==> src/rtl/div_radix2_pkg.sv <==
// Shared definitions for the radix-2 restoring divider: state encoding and sizing constants.
package div_radix2_pkg;

  localparam int DIV_WIDTH = 32;
  localparam int DIV_CNT_W = 6;

  typedef enum logic [1:0] {
    IDLE    = 2'd0,
    DIVZERO = 2'd1,
    ON      = 2'd2,
    END     = 2'd3
  } div_state_t;

endpackage

==> src/rtl/div_radix2_if.sv <==
// E-stage <-> divider handshake: operands and control in, {HI, LO} result, ready and stall out.
interface div_radix2_if #(
  parameter int WIDTH = div_radix2_pkg::DIV_WIDTH
);
  logic               start;
  logic               signed_div;
  logic [WIDTH-1:0]   opdata1;
  logic [WIDTH-1:0]   opdata2;
  logic               annul;
  logic [2*WIDTH-1:0] result;
  logic               ready;
  logic               stall_div;

  modport master (
    output start, signed_div, opdata1, opdata2, annul,
    input  result, ready, stall_div
  );

  modport slave (
    input  start, signed_div, opdata1, opdata2, annul,
    output result, ready, stall_div
  );
endinterface

==> src/rtl/div_radix2_step.sv <==
// One restoring-division iteration: shift {rem, quot} left, trial-subtract the divisor from rem.
module div_step #(
  parameter int WIDTH = 32
) (
  input  logic [2*WIDTH-1:0] acc,
  input  logic [WIDTH-1:0]   divisor,
  output logic [2*WIDTH-1:0] acc_next
);

  logic [2*WIDTH-1:0] shifted;
  logic [WIDTH:0]     diff;

  always_comb begin
    // NOTE: every output gets a default before the conditional update, so no latch is inferred.
    shifted  = {acc[2*WIDTH-2:0], 1'b0};
    diff     = {1'b0, shifted[2*WIDTH-1:WIDTH]} - {1'b0, divisor};
    acc_next = shifted;
    if (!diff[WIDTH]) begin
      acc_next = {diff[WIDTH-1:0], shifted[WIDTH-1:1], 1'b1};
    end
  end

endmodule

==> src/rtl/div_radix2.sv <==
// Multi-cycle 32-bit radix-2 restoring divider for MIPS DIV/DIVU (result = {HI, LO}).
// Optional feature: define DIV_ZERO_SHORTCUT_EN to finish a divide-by-zero in two cycles with result 0.
module div_radix2
  import div_radix2_pkg::*;
#(
  parameter int WIDTH = DIV_WIDTH
) (
  input  logic         clk,
  input  logic         resetn,
  div_radix2_if.slave  bus
);

  div_state_t           state;
  logic [DIV_CNT_W-1:0] cnt;
  logic                 dvd_neg;
  logic                 dvs_neg;
  logic [WIDTH-1:0]     divisor;
  logic [2*WIDTH-1:0]   acc;
  logic [2*WIDTH-1:0]   acc_next;
  logic [2*WIDTH-1:0]   result_q;
  logic                 ready_q;

  logic [WIDTH-1:0]     dvd_mag;
  logic [WIDTH-1:0]     dvs_mag;
  logic [WIDTH-1:0]     quot_fix;
  logic [WIDTH-1:0]     rem_fix;

  // 0x80000000 negates to itself, which is exactly its unsigned magnitude 2^31.
  assign dvd_mag = (bus.signed_div && bus.opdata1[WIDTH-1]) ? (~bus.opdata1 + WIDTH'(1)) : bus.opdata1;
  assign dvs_mag = (bus.signed_div && bus.opdata2[WIDTH-1]) ? (~bus.opdata2 + WIDTH'(1)) : bus.opdata2;

  div_step #(.WIDTH(WIDTH)) u_step (
    .acc      (acc),
    .divisor  (divisor),
    .acc_next (acc_next)
  );

  // Sign fix applied to the final iteration's output as it is registered into result.
  assign quot_fix = (dvd_neg ^ dvs_neg) ? (~acc_next[WIDTH-1:0] + WIDTH'(1)) : acc_next[WIDTH-1:0];
  assign rem_fix  = dvd_neg ? (~acc_next[2*WIDTH-1:WIDTH] + WIDTH'(1)) : acc_next[2*WIDTH-1:WIDTH];

  // An annul in the END cycle suppresses the pulse the pipeline would otherwise see.
  assign bus.ready     = ready_q & ~bus.annul;
  assign bus.result    = result_q;
  assign bus.stall_div = bus.start & ~bus.ready & ~bus.annul;

  always_ff @(posedge clk or negedge resetn) begin
    if (!resetn) begin
      state    <= IDLE;
      cnt      <= '0;
      dvd_neg  <= 1'b0;
      dvs_neg  <= 1'b0;
      divisor  <= '0;
      acc      <= '0;
      result_q <= '0;
      ready_q  <= 1'b0;
    end else if (bus.annul) begin
      state   <= IDLE;
      cnt     <= '0;
      ready_q <= 1'b0;
    end else begin
      // NOTE: non-blocking assignments make every register update here see pre-edge values.
      ready_q <= 1'b0;
      unique case (state)
        IDLE: begin
          if (bus.start) begin
            dvd_neg <= bus.signed_div & bus.opdata1[WIDTH-1];
            dvs_neg <= bus.signed_div & bus.opdata2[WIDTH-1];
            divisor <= dvs_mag;
            acc     <= {{WIDTH{1'b0}}, dvd_mag};
            cnt     <= '0;
`ifdef DIV_ZERO_SHORTCUT_EN
            state   <= (dvs_mag == '0) ? DIVZERO : ON;
`else
            state   <= ON;
`endif
          end
        end
        DIVZERO: begin
`ifdef DIV_ZERO_SHORTCUT_EN
          result_q <= '0;
          ready_q  <= 1'b1;
          state    <= END;
`else
          state    <= IDLE;
`endif
        end
        ON: begin
          acc <= acc_next;
          if (cnt == DIV_CNT_W'(WIDTH - 1)) begin
            cnt      <= '0;
            result_q <= {rem_fix, quot_fix};
            ready_q  <= 1'b1;
            state    <= END;
          end else begin
            cnt <= cnt + DIV_CNT_W'(1);
          end
        end
        END: begin
          state <= IDLE;
        end
        default: state <= IDLE;
      endcase
    end
  end

endmodule

==> src/flat_wrapper.sv <==
// flat-port wrapper written by rule: the top's interface ports become plain ports
module div_radix2_flat import div_radix2_pkg::*;
#(
  parameter int WIDTH = DIV_WIDTH
)
  (clk, resetn, bus_start, bus_signed_div, bus_opdata1, bus_opdata2, bus_annul, bus_result, bus_ready, bus_stall_div);
  div_radix2_if #(.WIDTH(WIDTH)) bus_i ();
  input  logic clk;
  input  logic resetn;
  input wire logic [$bits(bus_i.start)-1:0] bus_start;
  input wire logic [$bits(bus_i.signed_div)-1:0] bus_signed_div;
  input wire logic [$bits(bus_i.opdata1)-1:0] bus_opdata1;
  input wire logic [$bits(bus_i.opdata2)-1:0] bus_opdata2;
  input wire logic [$bits(bus_i.annul)-1:0] bus_annul;
  output wire logic [$bits(bus_i.result)-1:0] bus_result;
  output wire logic [$bits(bus_i.ready)-1:0] bus_ready;
  output wire logic [$bits(bus_i.stall_div)-1:0] bus_stall_div;
  assign bus_i.start = bus_start;
  assign bus_i.signed_div = bus_signed_div;
  assign bus_i.opdata1 = bus_opdata1;
  assign bus_i.opdata2 = bus_opdata2;
  assign bus_i.annul = bus_annul;
  assign bus_result = bus_i.result;
  assign bus_ready = bus_i.ready;
  assign bus_stall_div = bus_i.stall_div;
  div_radix2 #(.WIDTH(WIDTH)) u_core (.clk(clk), .resetn(resetn), .bus(bus_i));
endmodule
==> config.mk <==
export PLATFORM = sky130hd
export DESIGN_NAME = div_radix2_flat
export DESIGN_NICKNAME = d
export VERILOG_FILES = /design/src/rtl/div_radix2_pkg.sv /design/src/rtl/div_radix2_if.sv /design/src/rtl/div_radix2_step.sv /design/src/rtl/div_radix2.sv /design/src/flat_wrapper.sv
export SDC_FILE = /design/constraint.sdc
export NUM_CORES = 1
export LEC_CHECK = 0
export BUFFER_PORTS_ARGS = -buffer_cell sky130_fd_sc_hd__buf_2
export CAP_MARGIN = 0
export CORE_MARGIN = 5
export CORE_UTILIZATION = 54
export DETAILED_ROUTE_END_ITERATION = 10
export PLACE_DENSITY = 0.77
export SLEW_MARGIN = 10
export SYNTH_ARGS = -nofsm -noshare
export SYNTH_HDL_FRONTEND = slang
export SYNTH_SLANG_ARGS = --single-unit
==> constraint.sdc <==
create_clock -name clk -period 4.9 [get_ports clk]
set_clock_uncertainty 0.05 [all_clocks]
set_input_delay 0.245 -clock clk [delete_from_list [all_inputs] [get_ports clk]]
set_output_delay 0.245 -clock clk [all_outputs]
set_load 0.1 [all_outputs]
==> results of run 1 <==
timing repair:
item                                   4_1_cts  5_1_grt
endpoints found under the hold margin       73        0
resized for setup                            0        7
setup endpoints to repair                    0        1
hold buffers                                 2        0
where the power goes:
group	switching [mW]	total (mW)	internal (mW)
logic	1.01	1.57	0.562
clock network	0.652	1.33	0.678
registers	0.149	1.69	1.54
total	1.81	4.59	2.78
synthesized netlist by cell type (27+ instances only):
master / count / area [µm²]
nor2_1: 119 / 447
ha_1: 37 / 463
a21oi_1: 102 / 510
inv_1: 52 / 195
xnor2_1: 70 / 613
clkbuf_1: 58 / 218
o31ai_1: 27 / 203
o21ai_0: 203 / 1020
nand2_1: 234 / 878
xor2_1: 51 / 447
nor3_1: 32 / 160
dfrtp_1: 170 / 4250
kinds of logic (layout without fill, tap and decap cells):
family          count (synthesis)  count (layout)
buf+inv                       125             246
fa+ha+maj                      38              38
simple gates                  548             548
flops                         170             170
xor+xnor                      121             121
compound gates                461             461
mux                            29              29
through the flow:
step | setup slack, ns | area [µm²] | power (mW) | util
floorplan | 0.00196 | 12000 | 2.83 | -
global placement | 0.257 | 12900 | 3.23 | 0.591
detailed placement | 0.153 | 12900 | 3.25 | 0.591
CTS | 0.133 | 13500 | 4.59 | 0.618
global route | 0.00183 | 13500 | 4.84 | 0.620
finish | 0.182 | 13500 | 4.59 | 0.620
flip-flops by register name, summed over array words and instances (netlist names):
| name | cells |
|---|---|
| u_core.state | 2 |
| u_core.ready_q | 1 |
| u_core.dvd_neg | 1 |
| u_core.dvs_neg | 1 |
| u_core.bus.result | 64 |
| u_core.cnt | 6 |
| u_core.divisor | 32 |
| u_core.acc | 63 |
worst min path at each step:
| stage | from | end | slack (ns) | depth (start not counted) |
|---|---|---|---|---|
| global route | bus_opdata2[1] | u_core.divisor[1]$_DFFE_PN0P_ | 0.05 | 3 |
| global placement | resetn | u_core.bus.result[16]$_DFFE_PN0P_ | 0.26 | 1 |
| CTS | bus_opdata2[1] | u_core.divisor[1]$_DFFE_PN0P_ | 0.04 | 3 |
| finish | bus_opdata2[1] | u_core.divisor[1]$_DFFE_PN0P_ | 0.05 | 3 |
| detailed placement | resetn | u_core.bus.result[16]$_DFFE_PN0P_ | 0.26 | 1 |
| floorplan | resetn | u_core.acc[0]$_DFFE_PN0P_ | -0.10 | 0 |
routing by layer:
metal	GRT usage	up-vias	share of wire
li1	-	5557	-
met1	0.353	5314	0.44
met2	0.419	423	0.47
met3	0.0435	68	0.064
met4	0.0845	0	0.027
met5	0	-	0
worst max-delay path, stage by stage (launching register included):
cell,delay (ns)
dfrtp_1,0.42
ha_2,0.40
nand4_1,0.16
or4_1,0.57
a211o_1,0.35
a21o_4,0.26
nand2_8,0.08
nand2_1,0.07
o21ai_2,0.08
ha_2,0.23
or3b_4,0.40
or4_1,0.40
a21o_2,0.29
or2_2,0.30
or4b_1,0.50
nand3_1,0.09
area by class of cell:
cell class | instances | area, µm² | share of cell area
Tap cell | 280 | 350 | 0.0259
Multi-Input combinational cell | 1197 | 7270 | 0.537
Timing Repair Buffer | 160 | 877 | 0.0648
Inverter | 54 | 208 | 0.0153
Clock inverter | 15 | 148 | 0.0109
Sequential cell | 170 | 4250 | 0.314
Clock buffer | 17 | 425 | 0.0314
==> run_results.csv, run 1 <==
group,metric,value,unit
synthesis,ys_warn_count,0,
detailed_routing,drc,0,
detailed_routing,drt_iter0_drc,945,
global_route,grt_max_degree,75,
cts,cts_buffer_depth,2,
die,placementRows,54,
setup_path,crit_end,"u_core.bus.result[62]$_DFFE_PN0P_",
cts,insertion_delay,0.44,ns
die,initial_core_util,0.547,
sta,final-hold-violation-count,0,
cells_and_area,layout_commonest_cell,"nand2_1",
cts,clk_pin_slew,0.07,ns
detailed_routing,vias,11400,
detailed_routing,viasPerCell,6.00,
synthesis,syn_avg_cell_area,8.01,µm²
cells_and_area,layout.cells.non_filler,1893,
place,dp_hpwl,25.1,mm
synthesis,ys.flop_type,"dfrtp_1",
die,coreArea,0.0218,mm²
synthesis,synth-compound-area-share,0.232,
cts,cts.sinks,170,
flow_run,cap_violations,0,
setup_path,crit_start,"u_core.acc[54]$_DFFE_PN0P_",
sta,min_period,4.72,ns
cts,numCtsBuffers,17,
global_route,antenna_found_initial,0,
setup_path,crit_arrival,5.04,ns
synthesis,synth_nets,1599,
sta,setup-violations-final,0,
cts,ctsHtreeMaxLevel,4,
synthesis,synthesis.area,0.0119,mm²
global_route,grt_overflow,0,
synthesis,ys_seq_area_frac,0.356,
setup_path,crit_fanout,7,
global_route,grt_first_pass_wirelength,54.7,mm
sta,tightestPinTransition,1.10,ns
cts,cts_tree,"yes",
cts,cts_root_buffer,"clkbuf_16",
sta,hold_ws,0.0519,ns
setup_path,startpoint_type,"register",
setup_path,timing.rr.start,"u_core.acc[54]$_DFFE_PN0P_",
cells_and_area,fill_cells,1900,
setup_path,timing.rr.end,"u_core.bus.result[62]$_DFFE_PN0P_",
die,die_h,159,µm
place,place_inst,1859,
detailed_routing,wirelength,33.5,mm
cells_and_area,area_delta_synth_final,13.3,%
detailed_routing,ant_nets,0,
die,floorplan.die.width,159,µm
cells_and_area,drive_above_1_share,0.143,
setup_path,crit_required,5.22,ns
synthesis,synth_seq_cells,170,
synthesis,synth.distinct_cells,75,
cells_and_area,insertedDiodeCount,0,
synthesis,synth_mux_area_frac,0.0251,
sta,drv_slew,0,
detailed_routing,first_pass_iters,6,
power,p_per_area,339,mW/mm²
outcome,run_status,"complete, no violations",
synthesis,synth-xor-area-share,0.0887,
global_route,grt.total_usage,0.258,
synthesis,synth_top_family_by_area,"compound AO/OA/AOI/OAI gates",
die,die_area,0.0252,mm²
sta,slew_headroom,0.269,
setup_path,crit_type,"register to register",
sta,rsz0062_at_grt,"false",
worst_hold_path,hold_class,"input pin to register",
power,peakVddDrop,0.255,mV
cts,post_cts_buffers,0,
setup_path,cp-end-kind,"register",
detailed_routing,wl_per_cell,17.7,µm
synthesis,synth-simple-area-share,0.216,
global_route,grt_pass1_vias,10700,
setup_path,r2r.worst_path.cells,15,
sta,fin_setup_tns,0,ns
synthesis,syn_inst,1492,
cells_and_area,nets,1707,
synthesis,async_flop_share,1.00,
die,io_pins,135,
power,p_leak,6.03,nW
setup_path,r2r_setup_slack,0.18,ns
synthesis,synth_edf_count,0,
place,port_buffers,134,
sta,max_freq,212,MHz
synthesis,synthAdderAreaFrac,0.0404,
cells_and_area,final_cell_mix,"nand2_1, o21ai_0, dfrtp_1, buf_2, nor2_1",
place,place.gp.congestion,0.929,
sta,finalCritPeriodShare,0.963,
Power figures use the tool's default switching activity.
==> run 2, diff against run 1 <==
--- a/config.mk
+++ b/config.mk
@@ -10,8 +10,9 @@
 export CORE_MARGIN = 5
 export CORE_UTILIZATION = 54
 export DETAILED_ROUTE_END_ITERATION = 10
-export PLACE_DENSITY = 0.77
+export PLACE_DENSITY = 0.78
 export SLEW_MARGIN = 10
 export SYNTH_ARGS = -nofsm -noshare
 export SYNTH_HDL_FRONTEND = slang
+export SYNTH_HIERARCHICAL = 1
 export SYNTH_SLANG_ARGS = --single-unit
==> run 2 against run 1 <==
Effect of this change:
- sequential cell count is the same
- global-route usage fell by 0.40 points
- register-to-register slack better by 0.09 ns
- core utilization shrank 0.59 points
- synthesized cell count down 2.7%
- die area is 2.6% lower
- critical path depth unchanged
- combinational power up 56%
- sequential power grew 4%
- maximum frequency rose by 2.0%
- wire length shrank 7.0%
- via count down 6.9%
- critical path type unchanged
- largest cell class unchanged
==> run_results.csv, run 2 <==
group,metric,value,unit
setup_path,crit_family,"compound AO/OA/AOI/OAI gates",
place,place.gp.congestion,0.953,
synthesis,syn_avg_cell_area,8.00,µm²
cells_and_area,fin_util,0.614,
power,peakVddDrop,0.186,mV
setup_path,startpoint_type,"register",
cts,cts_tree,"yes",
detailed_routing,vias,10600,
cts,numCtsBuffers,17,
cells_and_area,nets,1634,
cells_and_area,insertedDiodeCount,0,
sta,final-hold-violation-count,0,
cells_and_area,largest_reg_flops,64,
detailed_routing,ant_nets,0,
global_route,grt_first_pass_wirelength,50.6,mm
cts,cts.sinks,170,
sta,tightestPinTransition,1.08,ns
sta,setup-violations-final,0,
global_route,grt_max_degree,127,
detailed_routing,viasPerCell,5.83,
cells_and_area,area_delta_synth_final,11.5,%
place,port_buffers,134,
detailed_routing,drc,0,
detailed_routing,wl_per_cell,17.2,µm
die,placementRows,53,
detailed_routing,wirelength,31.2,mm
global_route,grt.total_usage,0.254,
global_route,antenna_found_initial,0,
cells_and_area,final_cell_mix,"nand2_1, o21ai_0, dfrtp_1, buf_2, nor2_1",
place,dp_hpwl,23.2,mm
setup_path,crit_fanout,25,
die,initial_core_util,0.551,
synthesis,ys_warn_count,6,
setup_path,crit_chain,"ha_1, a21oi_1, o21ai_0, a22o_1, nor2_2, a31oi_4, a311oi_4, buf_4, o31ai_1, or4_1, or3_1, or3_1, o31ai_2, xor2_1, o21ai_1",
die,die_h,157,µm
sta,min_period,4.62,ns
cts,cts_root_buffer,"clkbuf_16",
sta,max_freq,216,MHz
cells_and_area,layout.cells.non_filler,1814,
cts,clk_pin_slew,0.07,ns
setup_path,cp-end-kind,"register",
sta,drv_slew,0,
cells_and_area,drive_above_1_share,0.148,
setup_path,slowest_stage,"or4_1",
flow_run,cap_violations,0,
cells_and_area,layout_commonest_cell,"nand2_1",
cts,post_cts_buffers,0,
setup_path,crit_arrival,4.85,ns
synthesis,syn_inst,1452,
setup_path,cpMostUsedCell,"or3_1",
global_route,grt_pass1_vias,9743,
detailed_routing,drt_iter0_drc,920,
place,place_inst,1782,
power,p_per_area,429,mW/mm²
cts,cts_buffer_depth,2,
synthesis,synthesis.area,0.0116,mm²
setup_path,crit_required,5.12,ns
sta,slew_headroom,0.279,
die,coreArea,0.0211,mm²
global_route,grt_overflow,0,
setup_path,crit_type,"register to register",
synthesis,synth_nets,1559,
die,io_pins,135,
cells_and_area,fill_cells,1885,
power,p_leak,5.80,nW
cts,insertion_delay,0.43,ns
detailed_routing,first_pass_iters,5,
cts,ctsHtreeMaxLevel,4,
sta,fin_setup_tns,0,ns
setup_path,critPathBufInv,1,
outcome,run_status,"complete, no violations",
sta,hold_ws,0.0284,ns
sta,finalCritPeriodShare,0.944,
worst_hold_path,hold_class,"input pin to register",
die,die_area,0.0245,mm²
setup_path,slowest_delay,0.58,ns
sta,rsz0062_at_grt,"false",
die,floorplan.die.width,157,µm
## run 2: per-stage QoR
step                area [µm²]  power [mW]  worst slack, ns
floorplan                11600        3.57            0.582
global placement         12300        4.10            0.370
detailed placement       12300        4.14            0.231
CTS                      12900        5.51            0.153
global route             13000        5.90          0.00673
finish                   13000        5.56            0.275
## run 2: worst reg2reg max path: cells and delay by family (launching register included)
kind	cells	cell delay (ns)
buf+inv	1	0.35
flops	1	0.40
fa+ha+maj	1	0.37
simple gates	4	1.51
compound gates	8	1.61
xor+xnor	1	0.18
## run 2: metal layers
layer | track usage | routed length [µm]
met1 | 0.405 | 15100
met2 | 0.348 | 12700
met3 | 0.0514 | 2890
met4 | 0.0686 | 465
met5 | 0 | 0
## run 2: where the power goes
group | internal, mW | total (mW) | switching (mW)
logic | 0.863 | 2.45 | 1.58
clock network | 0.769 | 1.36 | 0.593
registers | 1.56 | 1.75 | 0.187
total | 3.20 | 5.56 | 2.36
## run 2: final timing paths
| path | startpoint | endpoint | slack [ns] | cells past startpoint |
|---|---|---|---|---|
| worst min-delay path | bus_signed_div | u_core/divisor[31]$_DFFE_PN0P_ | 0.03 | 2 |
| max in group asynchronous | resetn | u_core/divisor[2]$_DFFE_PN0P_ | 3.25 | 3 |
| min in group asynchronous | resetn | u_core/bus.result[46]$_DFFE_PN0P_ | 0.30 | 2 |
| worst min register to register | u_core/bus.result[23]$_DFFE_PN0P_ | u_core/bus.result[23]$_DFFE_PN0P_ | 0.42 | 2 |
| worst max-delay path | u_core/acc[46]$_DFFE_PN0P_ | u_core/bus.result[63]$_DFFE_PN0P_ | 0.28 | 15 |
| worst max register to register | u_core/acc[46]$_DFFE_PN0P_ | u_core/bus.result[63]$_DFFE_PN0P_ | 0.28 | 15 |
## run 2: layout make-up
class / count / area (µm²) / area share
inverters: 54 / 205 / 0.0158
flip-flops and latches: 170 / 4250 / 0.328
well taps: 275 / 344 / 0.0266
multi-input cells: 1120 / 6650 / 0.513
repair buffers: 164 / 917 / 0.0708
clock buffers: 19 / 443 / 0.0342
clock inverters: 12 / 140 / 0.0108
## run 2: repair_timing
action	in CTS	in global routing
gates resized for setup	0	8
hold buffers	1	0
endpoints found under the hold margin	59	0
setup endpoints to repair	0	15
==> run 3, diff against run 2 <==
--- a/config.mk
+++ b/config.mk
@@ -11,6 +11,7 @@
 export CORE_UTILIZATION = 54
 export DETAILED_ROUTE_END_ITERATION = 10
 export PLACE_DENSITY = 0.78
+export RECOVER_POWER = 50
 export SLEW_MARGIN = 10
 export SYNTH_ARGS = -nofsm -noshare
 export SYNTH_HDL_FRONTEND = slang
==> run 3 against run 2 <==
Effect of this change:
- critical path type unchanged
- combinational power hardly changed
- die area stayed put
- total power hardly changed
- worst hold slack worse by 0.0015 ns
- the run now ends with capacitance limit, slew limit left
==> run_results.csv, run 3 (synthesis results as in run 2) <==
group,metric,value,unit
setup_path,cp-end-kind,"register",
setup_path,startpoint_type,"register",
cells_and_area,fill_cells,1911,
worst_hold_path,hold_depth,2,
setup_path,crit_chain,"ha_1, a21oi_1, o21ai_0, a22o_1, nor2_2, a31oi_4, a311oi_4, inv_4, buf_12, nor2_1, a21oi_1, or4_1, or3_1, or3_1, o31ai_2, xor2_1, o21ai_1",
die,coreArea,0.0211,mm²
place,port_buffers,134,
outcome,run_status,"complete, but fails checks",
die,io_pins,135,
global_route,grt_pass1_vias,9743,
global_route,grt_first_pass_wirelength,50.6,mm
sta,tightestPinTransition,3.28,ns
setup_path,crit_fanout,30,
power,p_leak,5.60,nW
detailed_routing,ant_nets,0,
die,placementRows,53,
global_route,antenna_found_initial,0,
cts,numCtsBuffers,17,
die,floorplan.die.width,157,µm
global_route,grt.total_usage,0.254,
setup_path,r2r_setup_slack,0.28,ns
cts,ctsHtreeMaxLevel,4,
setup_path,timing.rr.end,"u_core/bus.result[63]$_DFFE_PN0P_",
cells_and_area,largest_reg_flops,64,
sta,max_freq,216,MHz
setup_path,slowest_delay,0.60,ns
sta,setup-violations-final,0,
cts,cts_tree,"yes",
global_route,grt_max_degree,127,
detailed_routing,drc,0,
cells_and_area,drive_above_1_share,0.104,
worst_hold_path,min_from,"bus_signed_div",
setup_path,r2r.worst_path.cells,17,
setup_path,crit_required,5.13,ns
cells_and_area,layout.cells.non_filler,1814,
cts,insertion_delay,0.43,ns
cts,cts.sinks,170,
detailed_routing,vias,10500,
cells_and_area,layout_commonest_cell,"nand2_1",
die,die_h,157,µm
global_route,grt_overflow,0,
cells_and_area,insertedDiodeCount,0,
sta,slew_headroom,-1.19,
cells_and_area,final_cell_mix,"nand2_1, o21ai_0, dfrtp_1, nor2_1, a21oi_1",
place,dp_hpwl,23.2,mm
die,die_area,0.0245,mm²
detailed_routing,viasPerCell,5.81,
sta,rsz0062_at_grt,"false",
sta,final-hold-violation-count,0,
sta,min_period,4.62,ns
outcome,violations,"capacitance limit, slew limit",
cells_and_area,nets,1634,
setup_path,crit_type,"register to register",
worst_hold_path,hold_end,"u_core/divisor[31]$_DFFE_PN0P_",
power,peakVddDrop,0.188,mV
detailed_routing,drt_iter0_drc,906,
cts,cts_root_buffer,"clkbuf_16",
worst_hold_path,hold_class,"input pin to register",
flow_run,cap_violations,1,
cts,cts_buffer_depth,2,
cts,post_cts_buffers,0,
power,p_per_area,432,mW/mm²
setup_path,timing.rr.start,"u_core/acc[46]$_DFFE_PN0P_",
sta,drv_slew,62,
sta,fin_setup_tns,0,ns
cts,clk_pin_slew,0.07,ns
cells_and_area,area_delta_synth_final,10.7,%
setup_path,crit_arrival,4.85,ns
die,initial_core_util,0.551,
place,place.gp.congestion,0.953,
setup_path,slowest_stage,"or4_1",
detailed_routing,first_pass_iters,5,
place,place_inst,1782,
detailed_routing,wirelength,31.4,mm
detailed_routing,wl_per_cell,17.3,µm
sta,finalCritPeriodShare,0.944,
==> run 3: worst max path at each step <==
stage	start	end	slack, ns	cells past startpoint
2_1_floorplan	u_core/acc[50]$_DFFE_PN0P_	u_core/bus.result[57]$_DFFE_PN0P_	0.58	20
4_1_cts	u_core/acc[48]$_DFFE_PN0P_	u_core/bus.result[63]$_DFFE_PN0P_	0.15	16
5_1_grt	u_core/divisor[15]$_DFFE_PN0P_	u_core/bus.result[63]$_DFFE_PN0P_	0.007	18
3_3_place_gp	u_core/acc[48]$_DFFE_PN0P_	u_core/bus.result[63]$_DFFE_PN0P_	0.37	16
6_report	u_core/acc[46]$_DFFE_PN0P_	u_core/bus.result[63]$_DFFE_PN0P_	0.28	17
3_5_place_dp	u_core/acc[48]$_DFFE_PN0P_	u_core/bus.result[63]$_DFFE_PN0P_	0.23	16
==> run 3: critical path, delay by kind of cell (launching register included) <==
| family | cells | cell delay, ns |
|---|---|---|
| AND/OR/NAND/NOR | 5 | 1.62 |
| adder cells (fa/ha/maj) | 1 | 0.37 |
| AO/OA/AOI/OAI | 8 | 1.52 |
| buffers and inverters | 2 | 0.33 |
| flip-flops | 1 | 0.40 |
| XOR/XNOR | 1 | 0.18 |
==> run 3: timing repair <==
action	CTS	global route
gates resized for setup	0	8
hold buffers	1	0
hold endpoints to repair	59	0
setup endpoints to repair	0	15
==> run 3: power by group <==
part	switching (mW)	leakage (nW)	total [mW]	internal, mW
Sequential	0.189	2.10	1.75	1.57
Clock	0.593	0.270	1.36	0.769
Combinational	1.59	3.24	2.44	0.854
==> run 3: cell type report <==
type                            count  area, µm²  share of cell area
Multi-Input combinational cell   1120       6650               0.517
Sequential cell                   170       4250               0.331
Timing Repair Buffer              164        821              0.0638
Clock buffer                       19        443              0.0344
Tap cell                          275        344              0.0268
Inverter                           54        205              0.0160
Clock inverter                     12        140              0.0109
==> run 3: per-stage QoR <==
stage               power (mW)   util  worst slack [ns]  hold WS, ns  area (µm²)
finish                    5.56  0.610             0.275       0.0270       12900
CTS                       5.51  0.613             0.153       0.0157       12900
floorplan                 3.57      -             0.582       -0.101       11600
global route              5.89  0.610           0.00673       0.0248       12900
detailed placement        4.14  0.585             0.231        0.209       12300
global placement          4.10  0.585             0.370        0.214       12300
==> run 3: layer usage <==
metal | part of all wire | vias up | global-route usage
met5 | 0 | - | 0
met4 | 0.015 | 0 | 0.0686
met3 | 0.091 | 26 | 0.0514
met2 | 0.40 | 421 | 0.348
met1 | 0.49 | 4930 | 0.405
li1 | - | 5165 | -
